--- src/rtl/residual_add_seq_if.sv ---
//------------------------------------------------------------------------------
// Module      : residual_add_seq_if
// Description : Control, source-read and destination-write signals of the
//               residual adder, bundled with DUT (slave) and driver (master)
//               views.
// Revision    : 1.0 - initial release
//------------------------------------------------------------------------------
`default_nettype none

interface residual_add_seq_if #(
    parameter int DATA_WIDTH = 16,
    parameter int LANES      = 4,
    parameter int ADDR_WIDTH = 8
);
    // job control
    logic                          start;
    logic [ADDR_WIDTH:0]           len;
    logic                          busy;
    logic                          done;
    logic                          ovf;
    // source buffers A and B share one read port address
    logic                          rd_en;
    logic [ADDR_WIDTH-1:0]         rd_addr;
    logic [LANES*DATA_WIDTH-1:0]   rd_data_a;
    logic [LANES*DATA_WIDTH-1:0]   rd_data_b;
    // destination buffer
    logic                          wr_en;
    logic [ADDR_WIDTH-1:0]         wr_addr;
    logic [LANES*DATA_WIDTH-1:0]   wr_data;

    modport slave (
        input  start, len, rd_data_a, rd_data_b,
        output busy, done, ovf, rd_en, rd_addr, wr_en, wr_addr, wr_data
    );

    modport master (
        output start, len, rd_data_a, rd_data_b,
        input  busy, done, ovf, rd_en, rd_addr, wr_en, wr_addr, wr_data
    );
endinterface

`default_nettype wire

--- src/rtl/residual_add_seq.sv ---
//------------------------------------------------------------------------------
// Module      : residual_add_seq
// Description : Streams len words from buffers A and B, adds them lane-wise
//               and writes the sums to a destination buffer.
//               Optional macro RESIDUAL_ADD_SAT_EN: saturate lane sums and
//               raise the sticky ovf flag; otherwise sums wrap, ovf = 0.
// Revision    : 1.0 - initial release
//------------------------------------------------------------------------------
`default_nettype none

module residual_add_seq #(
    parameter int DATA_WIDTH = 16,
    parameter int LANES      = 4,
    parameter int ADDR_WIDTH = 8
) (
    input  logic               clk,
    input  logic               rst_n,
    residual_add_seq_if.slave  bus
);

    localparam int                  C_WORD_W = LANES * DATA_WIDTH;
    localparam logic [ADDR_WIDTH:0] C_ONE    = 1;

    typedef enum logic [1:0] {
        IDLE  = 2'd0,
        READ  = 2'd1,
        DRAIN = 2'd2,
        FIN   = 2'd3
    } state_t;

    state_t                  state_q, state_d;
    logic [ADDR_WIDTH:0]     len_q, len_d;
    logic [ADDR_WIDTH:0]     cnt_q, cnt_d;
    logic                    wr_en_q;
    logic [ADDR_WIDTH-1:0]   wr_addr_q;
    logic                    done_q;
    logic                    busy_q, busy_d;

    logic                    accept_w;
    logic                    rd_en_w;
    logic [ADDR_WIDTH-1:0]   rd_addr_w;
    logic [C_WORD_W-1:0]     sum_w;

    // The done cycle is already IDLE but still reports busy, so a start there
    // must not be taken; the next cycle is the first one that may accept.
    assign accept_w  = (state_q == IDLE) && !done_q && bus.start;
    assign rd_en_w   = (state_q == READ);
    assign rd_addr_w = rd_en_w ? cnt_q[ADDR_WIDTH-1:0] : '0;

    always_comb begin
        state_d = state_q;
        len_d   = len_q;
        cnt_d   = cnt_q;
        case (state_q)
            IDLE: begin
                if (accept_w) begin
                    if (bus.len != '0) begin
                        state_d = READ;
                        len_d   = bus.len;
                        cnt_d   = '0;
                    end else begin
                        state_d = FIN;
                    end
                end
            end
            READ: begin
                // counter is one bit wider than the address so len = 2^ADDR_WIDTH fits
                if (cnt_q == len_q - C_ONE) begin
                    state_d = DRAIN;
                end else begin
                    cnt_d = cnt_q + C_ONE;
                end
            end
            DRAIN:   state_d = FIN;
            FIN:     state_d = IDLE;
            default: state_d = IDLE;
        endcase
        busy_d = (state_d != IDLE) || (state_q == FIN);
    end

    always_ff @(posedge clk or negedge rst_n) begin
        if (!rst_n) begin
            state_q   <= IDLE;
            len_q     <= '0;
            cnt_q     <= '0;
            wr_en_q   <= 1'b0;
            wr_addr_q <= '0;
            done_q    <= 1'b0;
            busy_q    <= 1'b0;
        end else begin
            state_q   <= state_d;
            len_q     <= len_d;
            cnt_q     <= cnt_d;
            wr_en_q   <= rd_en_w;
            if (rd_en_w) begin
                wr_addr_q <= rd_addr_w;
            end
            done_q    <= (state_q == FIN);
            busy_q    <= busy_d;
        end
    end

`ifdef RESIDUAL_ADD_SAT_EN
    localparam logic [DATA_WIDTH-1:0] C_SAT_MAX = {1'b0, {(DATA_WIDTH-1){1'b1}}};
    localparam logic [DATA_WIDTH-1:0] C_SAT_MIN = {1'b1, {(DATA_WIDTH-1){1'b0}}};

    logic [LANES-1:0] lane_sat_w;
    logic             ovf_q;
`endif

    for (genvar i = 0; i < LANES; i++) begin : g_lane
        logic [DATA_WIDTH-1:0] a_w;
        logic [DATA_WIDTH-1:0] b_w;

        assign a_w = bus.rd_data_a[i*DATA_WIDTH +: DATA_WIDTH];
        assign b_w = bus.rd_data_b[i*DATA_WIDTH +: DATA_WIDTH];

`ifdef RESIDUAL_ADD_SAT_EN
        logic [DATA_WIDTH:0] ext_w;

        // one guard bit: overflow when it disagrees with the result sign
        assign ext_w         = {a_w[DATA_WIDTH-1], a_w} + {b_w[DATA_WIDTH-1], b_w};
        assign lane_sat_w[i] = ext_w[DATA_WIDTH] ^ ext_w[DATA_WIDTH-1];
        assign sum_w[i*DATA_WIDTH +: DATA_WIDTH] =
            lane_sat_w[i] ? (ext_w[DATA_WIDTH] ? C_SAT_MIN : C_SAT_MAX)
                          : ext_w[DATA_WIDTH-1:0];
`else
        assign sum_w[i*DATA_WIDTH +: DATA_WIDTH] = a_w + b_w;
`endif
    end

`ifdef RESIDUAL_ADD_SAT_EN
    always_ff @(posedge clk or negedge rst_n) begin
        if (!rst_n) begin
            ovf_q <= 1'b0;
        end else if (accept_w) begin
            ovf_q <= 1'b0;
        end else if (wr_en_q && (|lane_sat_w)) begin
            ovf_q <= 1'b1;
        end
    end

    assign bus.ovf = ovf_q;
`else
    assign bus.ovf = 1'b0;
`endif

    // Source data lands in the write cycle, so the sum is formed there and
    // presented alongside the registered write strobe.
    assign bus.rd_en   = rd_en_w;
    assign bus.rd_addr = rd_addr_w;
    assign bus.wr_en   = wr_en_q;
    assign bus.wr_addr = wr_addr_q;
    assign bus.wr_data = wr_en_q ? sum_w : '0;
    assign bus.busy    = busy_q;
    assign bus.done    = done_q;

endmodule

`default_nettype wire

--- src/flat_wrapper.sv ---
// flat-port wrapper written by rule: the top's interface ports become plain ports
module residual_add_seq_flat 
#(
    parameter int DATA_WIDTH = 16,
    parameter int LANES      = 4,
    parameter int ADDR_WIDTH = 8
)
  (clk, rst_n, bus_start, bus_len, bus_rd_data_a, bus_rd_data_b, bus_busy, bus_done, bus_ovf, bus_rd_en, bus_rd_addr, bus_wr_en, bus_wr_addr, bus_wr_data);
  residual_add_seq_if #(.DATA_WIDTH(DATA_WIDTH), .LANES(LANES), .ADDR_WIDTH(ADDR_WIDTH)) bus_i ();
  input  logic clk;
  input  logic rst_n;
  input wire logic [$bits(bus_i.start)-1:0] bus_start;
  input wire logic [$bits(bus_i.len)-1:0] bus_len;
  input wire logic [$bits(bus_i.rd_data_a)-1:0] bus_rd_data_a;
  input wire logic [$bits(bus_i.rd_data_b)-1:0] bus_rd_data_b;
  output wire logic [$bits(bus_i.busy)-1:0] bus_busy;
  output wire logic [$bits(bus_i.done)-1:0] bus_done;
  output wire logic [$bits(bus_i.ovf)-1:0] bus_ovf;
  output wire logic [$bits(bus_i.rd_en)-1:0] bus_rd_en;
  output wire logic [$bits(bus_i.rd_addr)-1:0] bus_rd_addr;
  output wire logic [$bits(bus_i.wr_en)-1:0] bus_wr_en;
  output wire logic [$bits(bus_i.wr_addr)-1:0] bus_wr_addr;
  output wire logic [$bits(bus_i.wr_data)-1:0] bus_wr_data;
  assign bus_i.start = bus_start;
  assign bus_i.len = bus_len;
  assign bus_i.rd_data_a = bus_rd_data_a;
  assign bus_i.rd_data_b = bus_rd_data_b;
  assign bus_busy = bus_i.busy;
  assign bus_done = bus_i.done;
  assign bus_ovf = bus_i.ovf;
  assign bus_rd_en = bus_i.rd_en;
  assign bus_rd_addr = bus_i.rd_addr;
  assign bus_wr_en = bus_i.wr_en;
  assign bus_wr_addr = bus_i.wr_addr;
  assign bus_wr_data = bus_i.wr_data;
  residual_add_seq #(.DATA_WIDTH(DATA_WIDTH), .LANES(LANES), .ADDR_WIDTH(ADDR_WIDTH)) u_core (.clk(clk), .rst_n(rst_n), .bus(bus_i));
endmodule
--- config.mk ---
export PLATFORM = sky130hd
export DESIGN_NAME = residual_add_seq_flat
export DESIGN_NICKNAME = d
export VERILOG_FILES = /design/src/rtl/residual_add_seq_if.sv /design/src/rtl/residual_add_seq.sv /design/src/flat_wrapper.sv
export SDC_FILE = /design/constraint.sdc
export NUM_CORES = 1
export LEC_CHECK = 0
export BUFFER_PORTS_ARGS = -buffer_cell sky130_fd_sc_hd__buf_2
export CORE_ASPECT_RATIO = 0.8
export CORE_UTILIZATION = 25
export CTS_BUF_LIST = sky130_fd_sc_hd__clkbuf_4
export CTS_CLUSTER_SIZE = 12
export DETAILED_ROUTE_END_ITERATION = 8
export MAX_ROUTING_LAYER = met4
export PLACE_DENSITY = 0.52
export SYNTH_ARGS = -nofsm -noshare
export SYNTH_HDL_FRONTEND = slang
export SYNTH_SLANG_ARGS = --single-unit
--- constraint.sdc ---
create_clock -name clk -period 5.3 [get_ports clk]
set_input_delay 0.53 -clock clk [delete_from_list [all_inputs] [get_ports clk]]
set_output_delay 0.53 -clock clk [all_outputs]
set_load 0.005 [all_outputs]
Word-level counts from Yosys, hierarchy flattened. Cells that the tools add are included.

Bits in registers: 31. Latch bits: 0. Memory bits (writable): 0. ROM bits: 0. Bits of input ports: 140. Output and inout port bits: 85. Word-level logic and storage cells: 40. Memories kept: 0.

Add/sub/neg operators: 6. $mul: 0. Divide/modulo/power cells: 0. $lt $le $gt $ge: 0. Equal/unequal tests: 7. Shifts and indexed selects: 0. Mux-type cells: 10. Bitwise operators: 0. Reduce and logical (&&, ||, !) cells: 10.

Operator list (number): $add A16 B16 Y16 (4); $mux W64 (1); $mux W9 (3); $pmux W9 S2 (1); $add A9 B1 Y9 const B (1); $eq A9 B9 Y1 (1); $reduce_bool A9 Y1 (1); $sub A9 B1 Y9 const B (1); $mux W8 (1); $pmux W2 S4 (1); $mux W2 (3); $eq A2 B2 Y1 const B (2); $ne A2 B2 Y1 const B (2); $reduce_and A4 Y1 (1); $reduce_bool A2 Y1 (2); $reduce_and A3 Y1 (1); $eq A2 B1 Y1 const B (1); $logic_and A1 B1 Y1 (2); $logic_not A2 Y1 (1); $ne A2 B1 Y1 const B (1); $logic_not A1 Y1 (1); $logic_or A1 B1 Y1 (1).

Logic depth before layout (Yosys ltp). Gate-level depths: netlist (run 1).

Word-level depth: 7. Mapped depth: 9. Gate-level depth less buffers: 9.

Least setup slack after synthesis (run 1). Ideal clock, no wire load.

Kind: in2out. From: input bus_rd_data_b[48]. To: output bus_wr_data[62]. Data arrival time: 2.529 ns. Setup slack: 2.241 ns. Cell stages on the path: 9. Path buffers: 0. Path through: ha_1 -> fa_1 -> a211oi_1 -> o21bai_1 -> a21oi_1 -> o21ai_0 -> a41o_1 -> mux2_2 -> o311ai_0.

Cells in the longest elaborated chain, start to end: 2.

Ends and longest elaborated chain: start: declaration (line flat_wrapper.sv:15) `input wire logic [$bits(bus_i.rd_data_b)-1:0] bus_rd_data_b;`; $add A16 B16 Y16 (line residual_add_seq.sv:128) `assign sum_w[i*DATA_WIDTH +: DATA_WIDTH] = a_w + b_w;`; $mux W64 (line residual_add_seq.sv:154) `assign bus.wr_data = wr_en_q ? sum_w : '0;`; end: declaration (line flat_wrapper.sv:23) `output wire logic [$bits(bus_i.wr_data)-1:0] bus_wr_data;`.

No other way between the ends.

Final worst setup path (run 1). Same ends and word-level chain as after synthesis.

==> results of run 1 <==
## layout make-up
class	count	area (sq um)
fillers	1835	11060
inverters	23	86.33
flip-flops and latches	31	775.7
clock inverters	2	7.507
well taps	220	275.3
repair buffers	225	1131
multi-input cells	483	3385
clock buffers	6	45.04
## cell usage in the layout, fill, tap and decap left out, drive strengths merged, types with 4 or more instances in the layout
cell type / count
buf: 225
mux2i: 6
o21bai: 8
nand2: 50
inv: 23
fa: 4
nor4: 7
a31oi: 14
a211oi: 15
nor3: 8
nor2: 71
o211ai: 4
ha: 62
o311ai: 4
a21o: 24
nand3: 14
xnor2: 28
o21ai: 32
and2: 18
dfrtp: 31
xor2: 34
nand4: 7
clkbuf: 6
a21oi: 32
## layer usage
| layer | global-route usage, % | vias to the layer above | wire length [um] |
|---|---|---|---|
| li1 | - | 2433 | - |
| met1 | 19.50 | 2180 | 6381 |
| met2 | 26.40 | 137 | 6583 |
| met3 | 1.673 | 4 | 697 |
| met4 | 1.212 | 0 | 23 |
| met5 | - | - | 0 |
## state kept, by name (all words and copies together) (netlist names)
signal              cells
u_core.cnt_q            9
u_core.len_q            9
u_core.bus.wr_addr      8
u_core.state_q          2
u_core.bus.busy         1
u_core.bus.done         1
u_core.bus.wr_en        1
## per-stage QoR
| stage | util [%] | instances | power (mW) | instance area [sq um] |
|---|---|---|---|---|
| detailed placement | 33.72 | 982 | 1.695 | 5653 |
| finish | 34.03 | 990 | 1.804 | 5705 |
| CTS | 34.03 | 990 | 1.836 | 5705 |
| global route | 34.03 | 990 | 1.990 | 5705 |
| floorplan | - | 549 | 1.199 | 4329 |
| global placement | 33.72 | 982 | 1.699 | 5653 |
## power groups by stage
stage	Sequential, mW	Combinational, mW	Clock (mW)
after global placement	0.440	1.26	0
final	0.435	1.23	0.134
after global routing	0.454	1.38	0.151
after detailed placement	0.439	1.26	0
after floorplan	0.414	0.784	0
after CTS	0.435	1.26	0.141
## critical path, delay by kind of cell
family / cells / cell delay [ps]
fa+ha+maj: 2 / 660
buf+inv: 2 / 300
compound gates: 6 / 1260
mux: 1 / 270
## worst paths after layout
check / from / endpoint / cells after the start
setup / recovery: bus_rd_data_b[48] / bus_wr_data[62] / 11
hold / removal: rst_n / u_core.bus.done$_DFF_PN0_ / 1
setup reg to reg: u_core.state_q[1]$_DFF_PN0_ / u_core.cnt_q[8]$_DFFE_PN0P_ / 5
hold reg to reg: u_core.bus.wr_addr[6]$_DFFE_PN0P_ / u_core.bus.wr_addr[6]$_DFFE_PN0P_ / 1
max in group asynchronous: rst_n / u_core.cnt_q[4]$_DFFE_PN0P_ / 1
min in group clk: bus_len[7] / u_core.len_q[7]$_DFFE_PN0P_ / 3
## cell families after synthesis
| family | Yosys count | share of synthesized area (%) |
|---|---|---|
| fa+ha+maj | 66 | 19.77 |
| simple gates | 192 | 20.58 |
| buf+inv | 35 | 3.901 |
| other cells | 1 | 0.08662 |
| compound gates | 155 | 23.56 |
| mux | 7 | 1.647 |
| xor+xnor | 62 | 12.54 |
| flops | 31 | 17.92 |
==> reports/qor.yml, run 1 <==
run_status:
  status: "completed"
clocking:
  cts_setup_buffers: 0
  cts_tree: "built"
  htree_levels: 2
  root_buffer: "clkbuf_4"
  ctsHoldBuffers: 0
  clk_path_buf_depth: 2
  ctsResizeCount: 0
  numCtsBuffers: 5
  clk_pin_slew_ps: 90
  worst_skew_pair.late_latency_ps: 320
  cts.sink_count: 31
timing:
  hold_viol: 0
  rsz0062_at_grt: "false"
  finalSetupTns_ps: 0
  setup_viol: 0
  worstMarginPinSlew_ps: 931.5
  finClkSkew_ps: 3.256
  relSlewSlack_pct: 37.02
  holdWs_ps: 254.3
  min_period_over_period_pct: 66.85
  fin_ws_ps: 1757
  drv_slew: 0
  fmaxAchievable_mhz: 282.2
  period_minus_slack_ps: 3543
floorplan:
  die_area_sq_um: 17850
  die_w_um: 149.1
  core.rowCount: 42
  io_pins: 225
  die_y_um: 119.7
  initial_core_util_pct: 25.82
  coreArea_sq_um: 16760
worst_hold_path:
  hp-class: "input port to asynchronous set/reset pin"
grt:
  grt.overflow.total: 0
  grt_max_degree: 51
  grt_pass1_vias: 4359
  antenna_found_initial: 0
  grt_pass1_wl_um: 21520
  grtUsageTotal_pct: 15.14
critical_path:
  critPathKind: "input port to output port"
  cp-end-kind: "output port"
  cp_cell_sequence: "buf_2 -> ha_1 -> fa_1 -> a211oi_1 -> o21bai_1 -> a21oi_1 -> o21ai_0 -> a41o_1 -> mux2_2 -> o311ai_0 -> buf_2"
  crit_arrival_ps: 3010
  max_stage_delay_ps: 440
  slowest_stage: "fa_1"
  cp.required_ps: 4770
  cp_common_cell: "buf_2"
  reg2reg_slack_ps: 2860
  critPathMaxFanout: 3
  start_kind: "input port"
synth:
  syn_area_sq_um: 4329
  synth-edff-count: 0
  synthCells: 549
  syn_nets: 755
  yosysSeqAreaShare_pct: 17.92
  ys_warn_count: 0
  synth_common_cells: "nor2_1, ha_1, nand2_1, xor2_1, o21ai_0"
  synth_top_area_share_pct: 17.92
  yosysTopAreaCell: "dfrtp_1"
  yosys-top-cells-area: "dfrtp_1, ha_1, xor2_1"
  ys_types: 54
  synth_flop_cell: "dfrtp_1"
  syn_area_per_cell_sq_um: 7.886
  yosysMostFrequentCell: "nor2_1"
  async_flop_share_pct: 100.0
  synth_seq_cells: 31
final_layout:
  synthToLayoutAreaGrowth_pct: 31.79
  drive_gt1_share_pct: 31.04
  diodes: 0
  fin_nets: 975
pwr:
  p_int_uw: 953.3
  pwr-share-seq_pct: 24.1
  p_leak_nw: 3.068
  power_density_nw_per_um2: 316.2
  ir_drop_mv: 0.2085
  p_sw_uw: 850.7
  combPwrFrac_pct: 68.5
  p_clk_share_pct: 7.4
  swShare_pct: 47.16
place:
  gp_congestion: 0.8645
  dp_slack_ps: 1737
  io_buffers: 223
  dp_hpwl_um: 11570
detailed_routing:
  drt_iter0_drc: 150
  wl_per_cell_um: 13.82
  vias: 4754
  drc: 0
  wirelength_um: 13690
  routed_via_density: 4.802
  drtAntennaViolNets: 0
  firstDrtPassIters: 4
run:
  drv_cap: 0
Power figures use the tool's default switching activity.
==> run 2: changes to the inputs <==
--- a/config.mk
+++ b/config.mk
@@ -12,7 +12,7 @@
 export CTS_CLUSTER_SIZE = 12
 export DETAILED_ROUTE_END_ITERATION = 8
 export MAX_ROUTING_LAYER = met4
-export PLACE_DENSITY = 0.52
+export PLACE_DENSITY = 0.54
 export SYNTH_ARGS = -nofsm -noshare
 export SYNTH_HDL_FRONTEND = slang
 export SYNTH_SLANG_ARGS = --single-unit
==> constraint.sdc (replaced) <==
create_clock -name clk -period 3.1 [get_ports clk]
set_input_delay 0.31 -clock clk [delete_from_list [all_inputs] [get_ports clk]]
set_output_delay 0.31 -clock clk [all_outputs]
set_load 0.005 [all_outputs]
==> run 2 against run 1 <==
Flip-flop and latch count did not move. First-iteration DRC count fell by 4.0%. Utilization rose by 0.31 points. Worst hold slack got worse by 230 ps. Register-to-register slack got worse by 2200 ps. Routed wire length fell by 0.23%. Non-clock buffer count rose by 4. Clock power rose by 69%. Final area rose by 0.90%. Combinational power rose by 73%. Cell count rose by 0.40%.
==> reports/qor.yml, run 2 (synthesis results as in run 1) <==
floorplan:
  coreArea_sq_um: 16760  # unchanged
  die_w_um: 149.1  # unchanged
  core.rowCount: 42  # unchanged
  initial_core_util_pct: 25.82  # unchanged
  die_y_um: 119.7  # unchanged
  die_area_sq_um: 17850  # unchanged
  io_pins: 225  # unchanged
grt:
  antenna_found_initial: 0  # unchanged
  grtUsageTotal_pct: 15.18  # was 15.14%
  grt_max_degree: 51  # unchanged
  grt_pass1_wl_um: 21420  # was 21520 um
  grt_pass1_vias: 4338  # was 4359
  grt.overflow.total: 0  # unchanged
timing:
  hold_viol: 0  # unchanged
  finalSetupTns_ps: 0  # unchanged
  min_period_over_period_pct: 95.63
  period_minus_slack_ps: 2964
  relSlewSlack_pct: 48.69  # was 37.02%
  rsz0062_at_grt: "false"  # unchanged
  drv_slew: 0  # unchanged
  setup_viol: 0  # unchanged
  worstMarginPinSlew_ps: 759.7  # was 931.5 ps
  fmaxAchievable_mhz: 337.3
  finClkSkew_ps: 7.168  # was 3.256 ps
final_layout:
  diodes: 0  # unchanged
  drive_gt1_share_pct: 31.91  # was 31.04%
  synthToLayoutAreaGrowth_pct: 32.98  # was 31.79%
  layout_common_cells: "buf_2, nor2_1, ha_1, nand2_1, xor2_1"  # unchanged
  fin_area_sq_um: 5757  # was 5705 sq um
  final_common_cell: "buf_2"  # unchanged
  fin_nets: 979  # was 975
critical_path:
  timing.rr.start: "u_core.len_q[0]$_DFFE_PN0P_"  # was u_core.state_q[1]$_DFF_PN0_
  crit_arrival_ps: 2650  # was 3010 ps
  setup.worst_path.start: "bus_rd_data_b[16]"  # was bus_rd_data_b[48]
  reg2reg_slack_ps: 660  # was 2860 ps
  critPathKind: "input port to output port"  # unchanged
  critPathMaxFanout: 4  # was 3
  crit_end: "bus_wr_data[30]"  # was bus_wr_data[62]
  start_kind: "input port"  # unchanged
  cp.required_ps: 2790  # was 4770 ps
  rr_endpoint: "u_core.cnt_q[5]$_DFFE_PN0P_"  # was u_core.cnt_q[8]$_DFFE_PN0P_
  cp-end-kind: "output port"  # unchanged
  r2r_cells: 9  # was 5
detailed_routing:
  drtAntennaViolNets: 0  # unchanged
  firstDrtPassIters: 4  # unchanged
  routed_via_density: 4.753  # was 4.802
  drt_iter0_drc: 144  # was 150
  wirelength_um: 13650  # was 13690 um
  vias: 4724  # was 4754
  drc: 0  # unchanged
  wl_per_cell_um: 13.74  # was 13.82 um
clocking:
  cts_setup_buffers: 0  # unchanged
  ctsHoldBuffers: 0  # unchanged
  worst_skew_pair.late_latency_ps: 330  # was 320 ps
  clk_path_buf_depth: 2  # unchanged
  numCtsBuffers: 5  # unchanged
  cts.sink_count: 31  # unchanged
  cts_tree: "built"  # unchanged
  root_buffer: "clkbuf_4"  # unchanged
  clk_pin_slew_ps: 100  # was 90 ps
  ctsResizeCount: 0  # unchanged
  htree_levels: 2  # unchanged
place:
  place_area_sq_um: 5683  # was 5653 sq um
  io_buffers: 223  # unchanged
  dp_hpwl_um: 11500  # was 11570 um
  gp_congestion: 0.8705  # was 0.8645
pwr:
  ir_drop_mv: 0.3144  # was 0.2085 mV
  power_density_nw_per_um2: 537.7  # was 316.2 nW/um^2
  p_leak_nw: 3.090  # was 3.068 nW
worst_hold_path:
  hp-class: "input port to asynchronous set/reset pin"  # unchanged
run:
  drv_cap: 0  # unchanged
run_status:
  status: "completed"  # unchanged
run 2: critical path, stage by stage:
cell      delay [ps]
buf_2            100
ha_1             250
fa_1             450
a211oi_1         320
o21bai_1         160
a31oi_2          300
o311ai_0         160
a21oi_1          200
xor2_1           200
nor2_1            60
buf_2            150
run 2: how the worst min path moves through the flow:
stage | start | endpoint | slack [ps]
finish | rst_n | u_core.len_q[5]$_DFFE_PN0P_ | 30
global route | rst_n | u_core.len_q[5]$_DFFE_PN0P_ | 50
CTS | rst_n | u_core.bus.wr_addr[1]$_DFFE_PN0P_ | 40
detailed placement | rst_n | u_core.bus.wr_addr[1]$_DFFE_PN0P_ | 410
global placement | rst_n | u_core.len_q[6]$_DFFE_PN0P_ | 410
floorplan | rst_n | u_core.bus.busy$_DFF_PN0_ | 10
run 2: report_power, final:
| part | total, mW | switching [mW] | internal [mW] |
|---|---|---|---|
| Sequential | 0.736 | 0.178 | 0.557 |
| Combinational | 2.13 | 1.14 | 0.989 |
| Clock | 0.227 | 0.135 | 0.0926 |
| Total | 3.10 | 1.46 | 1.64 |
run 2: layer usage:
metal	up-vias	global-route usage (%)	part of all wire [%]	wire, um
met2	133	26.95	49	6679
met3	7	1.939	6.3	856
li1	2436	-	-	-
met1	2148	18.90	44	6043
met5	-	-	0	0
met4	0	1.403	0.54	74
run 2: final cells by class:
type,instances,area (sq um)
fill,1852,11010
multi-input combinational,483,3406
timing repair buffer,229,1161
sequential,31,775.7
tap,220,275.3
inverter,23,86.33
clock buffer,6,45.04
clock inverter,2,7.507
run 2: stage by stage:
| stage | hold slack (ps) | power (mW) | std cells | worst slack [ps] | utilization [%] |
|---|---|---|---|---|---|
| 2_1_floorplan | 14.41 | 2.049 | 549 | 480.9 | - |
| 3_3_place_gp | 406.1 | 2.893 | 986 | 92.06 | 33.90 |
| 3_5_place_dp | 406.2 | 2.902 | 986 | 46.49 | 33.90 |
| 4_1_cts | 40.86 | 3.141 | 994 | 38.96 | 34.21 |
| 5_1_grt | 53.49 | 3.438 | 994 | 0.6684 | 34.34 |
| 6_report | 26.08 | 3.096 | 994 | 135.5 | 34.34 |
